**src/rtl/ps2_key_decoder.sv**
```systemverilog
// PS/2 scan code set 2 decoder: prefix handling, modifier tracking, US-layout
// ASCII translation and a show-ahead key FIFO for the CPU I/O port.
module ps2_key_decoder #(
    parameter int DEPTH = 16
) (
    input  logic       CLOCK_50,
    input  logic       rst_n,
    input  logic [7:0] scancode,
    input  logic       scancode_ready,
    output logic [7:0] key_data,
    output logic       key_valid,
    input  logic       key_read,
    output logic       shift_held,
    output logic       ctrl_held,
    output logic       caps_lock,
    output logic       overflow
);

    localparam int AW = $clog2(DEPTH);

    typedef enum logic [2:0] {
        ST_IDLE,
        ST_EXT,
        ST_BRK,
        ST_EXTBRK,
        ST_SKIP
    } state_t;

    state_t     state, state_next;
    logic [2:0] skip_cnt, skip_next;
    logic       make_ev, break_ev, ev_ext;

    logic       lshift, rshift, lctrl, rctrl, caps_down;
    logic [5:0] letter;
    logic       trans_valid;
    logic [7:0] trans_byte;
    logic       push_valid;
    logic [7:0] push_byte;

    logic [7:0]  mem [DEPTH];
    logic [AW:0] wr_ptr, rd_ptr;
    logic        empty, full, pop, wr_en, drop;

    // Returns {hit, letter index 0..25} for the a-z make codes.
    function automatic logic [5:0] letter_lookup(input logic [7:0] code);
        case (code)
            8'h1C: return {1'b1, 5'd0};
            8'h32: return {1'b1, 5'd1};
            8'h21: return {1'b1, 5'd2};
            8'h23: return {1'b1, 5'd3};
            8'h24: return {1'b1, 5'd4};
            8'h2B: return {1'b1, 5'd5};
            8'h34: return {1'b1, 5'd6};
            8'h33: return {1'b1, 5'd7};
            8'h43: return {1'b1, 5'd8};
            8'h3B: return {1'b1, 5'd9};
            8'h42: return {1'b1, 5'd10};
            8'h4B: return {1'b1, 5'd11};
            8'h3A: return {1'b1, 5'd12};
            8'h31: return {1'b1, 5'd13};
            8'h44: return {1'b1, 5'd14};
            8'h4D: return {1'b1, 5'd15};
            8'h15: return {1'b1, 5'd16};
            8'h2D: return {1'b1, 5'd17};
            8'h1B: return {1'b1, 5'd18};
            8'h2C: return {1'b1, 5'd19};
            8'h3C: return {1'b1, 5'd20};
            8'h2A: return {1'b1, 5'd21};
            8'h1D: return {1'b1, 5'd22};
            8'h22: return {1'b1, 5'd23};
            8'h35: return {1'b1, 5'd24};
            8'h1A: return {1'b1, 5'd25};
            default: return 6'd0;
        endcase
    endfunction

    function automatic logic is_noise(input logic [7:0] code);
        return (code == 8'hAA) || (code == 8'hFA) || (code == 8'hFE) ||
               (code == 8'hEE) || (code == 8'h00) || (code == 8'hFF);
    endfunction

    // NOTE: sequential state uses non-blocking assignments so every flop samples pre-edge values.
    always_ff @(posedge CLOCK_50) begin
        if (!rst_n) begin
            state    <= ST_IDLE;
            skip_cnt <= '0;
        end else begin
            state    <= state_next;
            skip_cnt <= skip_next;
        end
    end

    // NOTE: every combinational output gets a default first so no latch is inferred.
    always_comb begin
        state_next = state;
        skip_next  = skip_cnt;
        if (scancode_ready) begin
            case (state)
                ST_IDLE: begin
                    if (scancode == 8'hE0) begin
                        state_next = ST_EXT;
                    end else if (scancode == 8'hF0) begin
                        state_next = ST_BRK;
                    end else if (scancode == 8'hE1) begin
                        state_next = ST_SKIP;
                        skip_next  = 3'd7;
                    end
                end
                ST_EXT:            state_next = (scancode == 8'hF0) ? ST_EXTBRK : ST_IDLE;
                ST_BRK, ST_EXTBRK: state_next = ST_IDLE;
                ST_SKIP: begin
                    skip_next = skip_cnt - 3'd1;
                    if (skip_cnt == 3'd1) state_next = ST_IDLE;
                end
                default:           state_next = ST_IDLE;
            endcase
        end
    end

    always_comb begin
        make_ev  = 1'b0;
        break_ev = 1'b0;
        ev_ext   = 1'b0;
        if (scancode_ready) begin
            case (state)
                ST_IDLE: make_ev = !((scancode == 8'hE0) || (scancode == 8'hF0) ||
                                     (scancode == 8'hE1) || is_noise(scancode));
                ST_EXT: begin
                    make_ev = (scancode != 8'hF0);
                    ev_ext  = 1'b1;
                end
                ST_BRK: break_ev = 1'b1;
                ST_EXTBRK: begin
                    break_ev = 1'b1;
                    ev_ext   = 1'b1;
                end
                default: ;
            endcase
        end
    end

    // Caps toggles only on the first make; typematic repeats see caps_down=1.
    always_ff @(posedge CLOCK_50) begin
        if (!rst_n) begin
            lshift    <= 1'b0;
            rshift    <= 1'b0;
            lctrl     <= 1'b0;
            rctrl     <= 1'b0;
            caps_down <= 1'b0;
            caps_lock <= 1'b0;
        end else if (make_ev || break_ev) begin
            if (!ev_ext && scancode == 8'h12) lshift <= make_ev;
            if (!ev_ext && scancode == 8'h59) rshift <= make_ev;
            if (scancode == 8'h14) begin
                if (ev_ext) rctrl <= make_ev;
                else        lctrl <= make_ev;
            end
            if (!ev_ext && scancode == 8'h58) begin
                if (make_ev && !caps_down) caps_lock <= !caps_lock;
                caps_down <= make_ev;
            end
        end
    end

    assign shift_held = lshift | rshift;
    assign ctrl_held  = lctrl | rctrl;

    always_comb begin
        letter      = letter_lookup(scancode);
        trans_valid = 1'b0;
        trans_byte  = 8'h00;
        if (make_ev) begin
            trans_valid = 1'b1;
            if (!ev_ext && letter[5]) begin
                if (ctrl_held)                   trans_byte = {3'b000, letter[4:0]} + 8'd1;
                else if (shift_held ^ caps_lock) trans_byte = 8'h41 + {3'b000, letter[4:0]};
                else                             trans_byte = 8'h61 + {3'b000, letter[4:0]};
            end else begin
                case ({ev_ext, scancode})
                    9'h016: trans_byte = shift_held ? "!" : "1";
                    9'h01E: trans_byte = shift_held ? "@" : "2";
                    9'h026: trans_byte = shift_held ? "#" : "3";
                    9'h025: trans_byte = shift_held ? "$" : "4";
                    9'h02E: trans_byte = shift_held ? "%" : "5";
                    9'h036: trans_byte = shift_held ? "^" : "6";
                    9'h03D: trans_byte = shift_held ? "&" : "7";
                    9'h03E: trans_byte = shift_held ? "*" : "8";
                    9'h046: trans_byte = shift_held ? "(" : "9";
                    9'h045: trans_byte = shift_held ? ")" : "0";
                    9'h029: trans_byte = 8'h20;
                    9'h05A, 9'h15A: trans_byte = 8'h0D;
                    9'h066: trans_byte = 8'h08;
                    9'h00D: trans_byte = 8'h09;
                    9'h076: trans_byte = 8'h1B;
                    9'h175: trans_byte = 8'h80;
                    9'h172: trans_byte = 8'h81;
                    9'h16B: trans_byte = 8'h82;
                    9'h174: trans_byte = 8'h83;
                    default: trans_valid = 1'b0;
                endcase
            end
        end
    end

    always_ff @(posedge CLOCK_50) begin
        if (!rst_n) begin
            push_valid <= 1'b0;
            push_byte  <= 8'h00;
        end else begin
            push_valid <= trans_valid;
            push_byte  <= trans_byte;
        end
    end

    assign empty = (wr_ptr == rd_ptr);
    assign full  = (wr_ptr[AW] != rd_ptr[AW]) && (wr_ptr[AW-1:0] == rd_ptr[AW-1:0]);
    assign pop   = key_read && !empty;
    assign wr_en = push_valid && (!full || pop);
    assign drop  = push_valid && full && !pop;

    // NOTE: storage has no reset; the pointers alone define which entries are live.
    always_ff @(posedge CLOCK_50) begin
        if (wr_en) mem[wr_ptr[AW-1:0]] <= push_byte;
    end

    always_ff @(posedge CLOCK_50) begin
        if (!rst_n) begin
            wr_ptr   <= '0;
            rd_ptr   <= '0;
            overflow <= 1'b0;
        end else begin
            if (wr_en) wr_ptr <= wr_ptr + 1'b1;
            if (pop)   rd_ptr <= rd_ptr + 1'b1;
            if (drop)     overflow <= 1'b1;
            else if (pop) overflow <= 1'b0;
        end
    end

    assign key_valid = !empty;
    assign key_data  = empty ? 8'h00 : mem[rd_ptr[AW-1:0]];

endmodule

```
**config.mk**
```make
export PLATFORM = sky130hd
export DESIGN_NAME = ps2_key_decoder
export DESIGN_NICKNAME = d
export VERILOG_FILES = /design/src/rtl/ps2_key_decoder.sv
export SDC_FILE = /design/constraint.sdc
export NUM_CORES = 1
export LEC_CHECK = 0
export BUFFER_PORTS_ARGS = -buffer_cell sky130_fd_sc_hd__buf_2
export CAP_MARGIN = 25
export CORE_MARGIN = 2
export CORE_UTILIZATION = 55
export CTS_CLUSTER_DIAMETER = 30
export DETAILED_ROUTE_END_ITERATION = 12
export MAX_ROUTING_LAYER = met4
export PLACE_DENSITY = 0.75
export SLEW_MARGIN = 20
export SYNTH_ARGS = -nofsm -noshare
export SYNTH_HDL_FRONTEND = slang
export SYNTH_SLANG_ARGS = --single-unit
```
**constraint.sdc**
```tcl
create_clock -name CLOCK_50 -period 2.1 [get_ports CLOCK_50]
set_input_delay 0.105 -clock CLOCK_50 [delete_from_list [all_inputs] [get_ports CLOCK_50]]
set_output_delay 0.105 -clock CLOCK_50 [all_outputs]
set_load 0.005 [all_outputs]
```
# Word-level counts from Yosys, hierarchy flattened
# Memory sizes are Yosys's and may differ from the RTL's. A register that Yosys moved wholly into a read port is not among the register bits.
# Cells that the tools add are included.
# totals
inputBits	12
mem_bits_rw	128
elab_cells	155
mem_bits_ro	768
memories	2
register_bits	32
# classes
muxes	40
eq_ne	46
reduce_logical	44
add_sub_neg	6
bitwise	4
# mem_list
name	depth	word_bits	read_ports	rd_clocked_by_memory_dff	wr	line	source
(no name shown)	128	6	1	0	0	46	case (code)
mem	16	8	1	1	1	40	logic [7:0] mem [DEPTH];
# ops
cell	count
$pmux 8 s19	1
$eq 8x8->1 const B	8
$eq 9x6->1 const B	7
$eq 9x7->1 const B	5
$eq 9x9->1 const B	5
$mux 5	8
$mux 8	4
$mux 3	7
$reduce_or 20->1	1
$eq 9x5->1 const B	2
$add 7x5->8 const A	2
$eq 8x5->1 const B	2
$eq 8x7->1 const B	2
$mux 7	2
$reduce_and 3->1	4
$mux 1	11
$add 5x1->5 const B	2
$logic_and 1x1->1	10
$logic_or 1x1->1	10
$eq 9x4->1 const B	1
$pmux 3 s3	1
$logic_not 8->1	1
$mux 4	2
$ne 2x2->1 const B	4
other kinds (23)	38

# Logic depth before layout (Yosys ltp)
# Gate-level depths: netlist of the first run.
# depth
ltp_word	12
depth_mapped	14
mapped_depth_nobuf	12

# Worst setup path after synthesis of the first run
# OpenSTA, ideal clock, no wires.
# synth_path
path_kind	register to register
startpoint	register wr_ptr[3]
endpoint	memory mem[3][0], enable pin
setup_ps	383
slack_ps	-230
stages_incl_launch_ff	7
arrival_time_ps	1946
synth_period_minus_slack_ps	2330
cell_sequence	dfxtp_1 -> buf_2 -> xor2_1 -> nor4_2 -> a21boi_1 -> nand2_1 -> nor3_1
# synth_via
elab_chain_cells	7
elab_cells_between_ends	10
classes_between	eq/ne: 2; mux: 2; reduce/logical: 6
# synth_lines
element	line	source
start: declaration	41	logic [AW:0] wr_ptr, rd_ptr;
start signal: assignment	232	if (wr_en) wr_ptr <= wr_ptr + 1'b1;
$eq 5x5->1 or $eq 4x4->1 (tied branches)	215, 216	
$logic_not 1->1 or $logic_and 1x1->1 (tied branches)	217, 216	
$logic_and 1x1->1 or $logic_not 1->1 (tied branches)	217, 218	
$logic_or 1x1->1	218	assign wr_en = push_valid && (!full || pop);
$logic_and 1x1->1	218	
$mux 1	223	if (wr_en) mem[wr_ptr[AW-1:0]] <= push_byte;
$mux 1 (implied by the code)	223	
end: declaration	40	
# Parallel ways exist; a longest one is shown, timed or not.

==> impl_metrics.tcl, run 1 <==
set metrics [dict create \
    cts_sinks 164 \
    die_y_um 125 \
    async_flop_share_pct 0 \
    hold_violations 0 \
    insertedDiodeCount 0 \
    synth_area_leader_cell "edfxtp_1" \
    netlist_top_cells_area "edfxtp_1 (47%), dfxtp_1 (8.9%), mux4_2 (8.9%)" \
    cts_buffer_depth 2 \
    multi_input_area_um2 3360 \
    timing.rr.start "state[0]$_SDFFE_PN0P_" \
    ant_nets 0 \
    place_area_um2 9000 \
    startpoint_type "flip-flop" \
    numCtsBuffers 17 \
    syn_nets 652 \
    first_pass_iters 5 \
    rsz0062_at_grt "yes" \
    drt_iter0_markers 617 \
    path_class "reg2out" \
    drive_above_1_share_pct 32.7 \
    finClkSkew_ns 0.0111 \
    critPathTopFamily "multiplexers" \
    violations "setup timing" \
    fin_tns_setup_ns -0.899 \
    syn_to_final_growth_pct 21.4 \
    syn_inst 631 \
    nets 754 \
    drcViolationCount 0 \
    rrSetupSlack_ns 0.10 \
    synth_seq_cells 164 \
    crit_fanout 8 \
    p_switching_mw 1.62 \
    syn_area_per_cell_um2 12.8 \
    ys_types 83 \
    synth.top_cell.area_share_pct 47.4 \
    seq_area_frac_synth_pct 56.3 \
    seqCellArea_um2 4570 \
    track_usage_pct 27.9 \
    max_freq_mhz 443 \
    row_count 44 \
    setup_slack_ns -0.158 \
    total_power_mw 7.25 \
    clk_pin_slew_ns 0.06 \
    switching_share_pct 22.3 \
    min_from "scancode_ready" \
    finalMaxSlewViolations 0 \
    dr_wl_met2_um 10600 \
    dieWidth_um 125 \
    ys.flop_type "edfxtp_1" \
    period_share_pct 108 \
    slew_headroom_pct 37.1 \
    holdWs_ns 0.0193 \
    overflow 0 \
    p_leak_nw 3.52 \
    setup_viol 8 \
    cpMaxStageDelayCell "mux4_2" \
    cp_common_cell "buf_12" \
    viasPerCell 6.36 \
    io_pins 25 \
    cpPeakStageDelay_ns 0.56 \
    p_int_mw 5.63 \
    antenna_found_initial 0 \
    dp_hpwl_um 14000 \
    highest_layer "met4" \
    core_um2 14500 \
    pwr_density_cell_nw_per_um2 737 \
    cts_tree "done" \
    synth_edf_count 128 \
    cp.buffers_inverters 3 \
    via_count 5914 \
    yosysWarnings 0 \
    crit_chain "buf_12, buf_12, mux4_2, mux2i_2, a211oi_2, buf_2" \
    max_cap_viol_count 0 \
    worst_pin_slew_ns 0.941 \
    p_comb_share_pct 8.0 \
    utilization_pct 67.9 \
    dr_wl_met3_um 1460 \
    grt_first_pass_wirelength_um 32400 \
    htree_levels 4 \
    die_area_um2 15700 \
    post-route-min-period_ns 2.26 \
    grt_pass1_vias 5861 \
    clockPowerShare_pct 43.9 \
    cts_root_buf "clkbuf_16" \
    wl_per_cell_um 22.9 \
    final_area_um2 9830 \
    clk_latency_ns 0.43 \
    routabilityCongestion 0.921 \
    fillCellCount 994 \
    endpoint_kind "output pin" \
    crit_required_ns 2.00 \
    status "finished with violations" \
    finalWirelength_um 21300 \
    arrival_ns 2.15 \
    start_util_pct 56.0 \
    synth_area_um2 8100 \
    seq_power_share_pct 48.1 \
    hold_buffers 0 \
    numPortBuffers 24 \
    hp-class "in2reg" \
    grt_max_degree 33 \
    routedLengthMet1_um 8680 \
    ir_drop_mv 0.577 \
]
==> through the flow <==
step           setup WS (ns)  cells
2_1_floorplan         -0.219    631
3_3_place_gp          -0.182    889
3_5_place_dp          -0.281    889
4_1_cts               -0.120    929
5_1_grt               -0.221    930
6_report              -0.158    930
==> per-layer routing <==
metal	vias up	GRT usage [%]
met1	2954	36.4
met5	-	-
met2	282	43.3
li1	2641	-
met4	0	11.2
met3	37	5.52
==> worst paths after layout <==
path | end | cells after the start
worst max register to register | push_byte[3]$_SDFF_PN0_ | 7
worst min-delay path | state[0]$_SDFFE_PN0P_ | 2
worst min register to register | rctrl$_SDFFE_PN0P_ | 2
worst max-delay path | key_data[4] | 6
==> power groups by stage <==
stage | clock network [mW] | logic [mW] | registers, mW
final | 3.18 | 0.577 | 3.49
after global routing | 3.33 | 0.617 | 3.49
after CTS | 3.20 | 0.551 | 3.49
after detailed placement | 0 | 0.519 | 3.56
after global placement | 0 | 0.510 | 3.56
after floorplan | 0 | 0.330 | 3.55
==> layout by cell type (no fill, tap or decap), types with 3 or more instances in the layout <==
cell,netlist,layout
xor2_1,11,11
clkinv_2,0,3
nand4_1,13,13
and3_1,6,6
or3b_1,3,3
buf_4,3,94
inv_1,15,14
a211oi_1,20,8
ha_1,9,8
and2_1,10,9
bufinv_16,0,3
buf_12,0,8
a31oi_1,4,4
nand2_1,33,33
nor2_1,52,50
mux2i_2,0,4
nand3_1,17,17
mux4_2,32,32
inv_6,0,4
o22ai_1,5,5
nand3b_1,7,7
nor3_1,11,9
a41oi_1,4,4
and4bb_2,3,3
o2111ai_1,4,4
a21oi_1,22,22
xnor2_1,9,9
buf_2,16,24
o211ai_1,7,7
o21ai_0,15,15
nor2_2,1,3
a211oi_2,1,13
dfxtp_1,36,34
clkbuf_16,0,17
nand4b_1,3,3
mux2i_1,11,6
edfxtp_1,128,128
nand2b_1,16,16
nor2b_1,17,16
==> worst reg2reg max path, cell delays in order (launching register included) <==
cell	delay, ns
dfxtp_1	0.30
or3_1	0.42
a31oi_2	0.17
buf_4	0.14
nand3_1	0.07
o21ai_0	0.46
nand4_1	0.17
o211ai_1	0.20
==> synth_stat cells, types with 4 or more instances <==
cell,number
edfxtp_1,128
nor2_1,52
dfxtp_1,36
nand2_1,33
mux4_2,32
a21oi_1,22
a211oi_1,20
nand3_1,17
nor2b_1,17
buf_2,16
nand2b_1,16
clkbuf_1,15
inv_1,15
o21ai_0,15
nand4_1,13
mux2i_1,11
nor3_1,11
xor2_1,11
and2_1,10
ha_1,9
xnor2_1,9
buf_6,8
nand3b_1,7
o211ai_1,7
and3_1,6
o22ai_1,5
a31oi_1,4
a41oi_1,4
o2111ai_1,4
==> flip-flops by register name, summed over array words and instances (netlist names), named ones only <==
name	count
lshift	1
caps_down	1
rshift	1
push_valid	1
mem	128
rctrl	1
push_byte	8
lctrl	1
overflow	1
caps_lock	1
rd_ptr	5
wr_ptr	5
skip_cnt	3
state	3
==> final cells by class <==
| class | count | area share, % |
|---|---|---|
| clock buffer | 18 | 4.36 |
| timing repair buffer | 128 | 10.3 |
| inverter | 16 | 0.611 |
| clock inverter | 14 | 1.78 |
| tap | 184 | 2.34 |
| multi-input combinational | 406 | 34.1 |
| sequential | 164 | 46.5 |
==> logic make-up after synthesis <==
logic type,synth area share [%]
and+or+nand+nor,15.4
DFF,56.3
AOI/OAI and AO/OA,10.5
buffers and inverters,3.95
muxes,10.3
xor gates and xnor gates,2.16
adders and majority gates,1.39
==> what timing repair did <==
item,4_1_cts,5_1_grt
gates resized for setup,15,18
gates cloned,0,0
pin swaps,6,7
buffers inserted,8,1
endpoints found under the setup margin,8,103
Note: power is estimated with default switching activity, not from simulation.
==> inputs of run 2 (changes only) <==
--- a/config.mk
+++ b/config.mk
@@ -8,11 +8,10 @@
 export BUFFER_PORTS_ARGS = -buffer_cell sky130_fd_sc_hd__buf_2
 export CAP_MARGIN = 25
 export CORE_MARGIN = 2
-export CORE_UTILIZATION = 55
+export CORE_UTILIZATION = 35
 export CTS_CLUSTER_DIAMETER = 30
 export DETAILED_ROUTE_END_ITERATION = 12
 export MAX_ROUTING_LAYER = met4
-export PLACE_DENSITY = 0.75
 export SLEW_MARGIN = 20
 export SYNTH_ARGS = -nofsm -noshare
 export SYNTH_HDL_FRONTEND = slang
==> run 2 against run 1 <==
Net effect:
- the run still ends with setup timing left
- die area rose by 55%
- register-to-register slack improved by 0.02 ns
- cell count rose by 10%
- hold slack improved by 0.0091 ns
- combinational power rose by 3%
- sequential cell count did not move
- maximum frequency fell by 0.38%
- critical endpoint unchanged
==> impl_metrics.tcl, run 2 (synthesis results as in run 1) <==
set metrics [dict create \
    status "finished with violations" \
    violations "setup timing" \
    hold_violations 0 \
    numCtsBuffers 17 \
    arrival_ns 2.16 \
    p_leak_nw 3.51 \
    slew_headroom_pct 55.0 \
    pwr_density_cell_nw_per_um2 720 \
    crit_cells 8 \
    grt_pass1_vias 5756 \
    cts_tree "done" \
    worst_pin_slew_ns 0.674 \
    drive_above_1_share_pct 32.6 \
    switching_share_pct 24.1 \
    max_freq_mhz 441 \
    clk_latency_ns 0.43 \
    place_area_um2 9060 \
    r2r_end "push_byte[1]$_SDFF_PN0_" \
    htree_levels 4 \
    die_area_um2 24400 \
    p_int_mw 5.47 \
    clk_pin_slew_ns 0.07 \
    grt_most_used_layer "met2" \
    finalWirelength_um 20000 \
    timing.rr.start "state[2]$_SDFFE_PN0P_" \
    overflow 0 \
    die_y_um 156 \
    cts_sinks 164 \
    max_cap_viol_count 0 \
    post-route-min-period_ns 2.27 \
    rrSetupSlack_ns 0.12 \
    path_class "reg2out" \
    final_area_um2 10000 \
    ant_nets 0 \
    ir_drop_mv 0.594 \
    largest_reg_flops 128 \
    insertedDiodeCount 0 \
    setup_slack_ns -0.167 \
    via_count 5633 \
    dp_cells 981 \
    rsz0062_at_grt "yes" \
    first_pass_iters 5 \
    core_um2 22700 \
    crit_fanout 4 \
    endpoint_kind "output pin" \
    grt.met2_usage_pct 29.1 \
    syn_to_final_growth_pct 23.5 \
    cts_buffer_depth 2 \
    routabilityCongestion 0.938 \
    grt_first_pass_wirelength_um 31700 \
    cp.buffers_inverters 4 \
    io_pins 25 \
    worstRegToRegCells 6 \
    numPortBuffers 24 \
    setup_viol 8 \
    p_comb_share_pct 8.2 \
    seq_power_share_pct 48.4 \
    finClkSkew_ns 0.0155 \
    final_cells 1024 \
    final_common_cell "edfxtp_1" \
    dieWidth_um 156 \
    grt_util_met1_pct 22.0 \
    most-common-layout-cells "edfxtp_1 (128), buf_4 (81), nor2_1 (51)" \
    crit_required_ns 2.00 \
    cpPeakStageDelay_ns 0.53 \
    grt_util_met3_pct 2.81 \
    viasPerCell 5.50 \
    utilization_pct 44.1 \
    antenna_found_initial 0 \
    cpMaxStageDelayCell "mux4_2" \
    fillCellCount 2040 \
    drt_iter0_markers 488 \
    crit_chain "buf_12, buf_12, mux4_2, nor2b_4, a211oi_2, buf_4, a211oi_2, buf_2" \
    critPathTopFamily "buffers and inverters" \
    clockPowerShare_pct 43.4 \
    start_util_pct 35.7 \
    finalMaxSlewViolations 0 \
    startpoint_type "flip-flop" \
    dp_hpwl_um 13700 \
    row_count 55 \
    wl_per_cell_um 19.5 \
    track_usage_pct 17.5 \
    grt_max_degree 33 \
    cts_root_buf "clkbuf_16" \
    period_share_pct 108 \
    hp-class "in2reg" \
    p_switching_mw 1.74 \
    drcViolationCount 0 \
    nets 747 \
    endpoint "key_data[4]" \
]
run 2: how the worst min path moves through the flow:
stage | from | endpoint | cells after the start
final | scancode_ready | state[0]$_SDFFE_PN0P_ | 2
after global routing | scancode_ready | state[0]$_SDFFE_PN0P_ | 2
after CTS | scancode_ready | state[0]$_SDFFE_PN0P_ | 2
after detailed placement | rst_n | state[1]$_SDFFE_PN0P_ | 2
after global placement | scancode_ready | state[0]$_SDFFE_PN0P_ | 2
after floorplan | scancode[1] | caps_down$_SDFFE_PN0P_ | 3
run 2: stage by stage:
stage               hold slack [ns]  power [mW]  setup TNS [ns]  worst slack [ns]
detailed placement            0.438        4.07          -0.405            -0.300
global route                 0.0467        7.44           -1.82            -0.254
global placement              0.436        4.06          -0.166            -0.166
CTS                         0.00893        7.25           -1.39            -0.193
finish                       0.0284        7.21           -1.04            -0.167
floorplan                     0.323        3.88           -5.79            -0.219
run 2: cell type report:
class | instances | area (um2) | share of cell area (%)
clock buffers | 17 | 425 | 4.25
clock inverters | 15 | 185 | 1.85
inverters | 16 | 60.1 | 0.600
multi-input cells | 406 | 3370 | 33.7
flip-flops and latches | 164 | 4570 | 45.7
well taps | 285 | 357 | 3.56
repair buffers | 121 | 1030 | 10.3
run 2: layer usage:
metal	up-vias	part of all wire (%)
met5	-	0
met4	0	1.7
met3	33	4.8
met2	194	51
met1	2770	43
li1	2636	-
run 2: what timing repair did:
action                                 CTS  global route
setup endpoints to repair                9            60
buffers inserted                         7             0
pin swaps                                8             8
hold buffers                             1             0
gates resized for setup                 24            24
endpoints found under the hold margin    1             0
cloned                                   2             1
run 2: power by group through the flow:
stage | clock (mW) | combinational [mW] | sequential, mW
global route | 3.31 | 0.639 | 3.49
floorplan | 0 | 0.330 | 3.55
global placement | 0 | 0.503 | 3.56
CTS | 3.20 | 0.567 | 3.49
detailed placement | 0 | 0.508 | 3.56
finish | 3.13 | 0.594 | 3.49
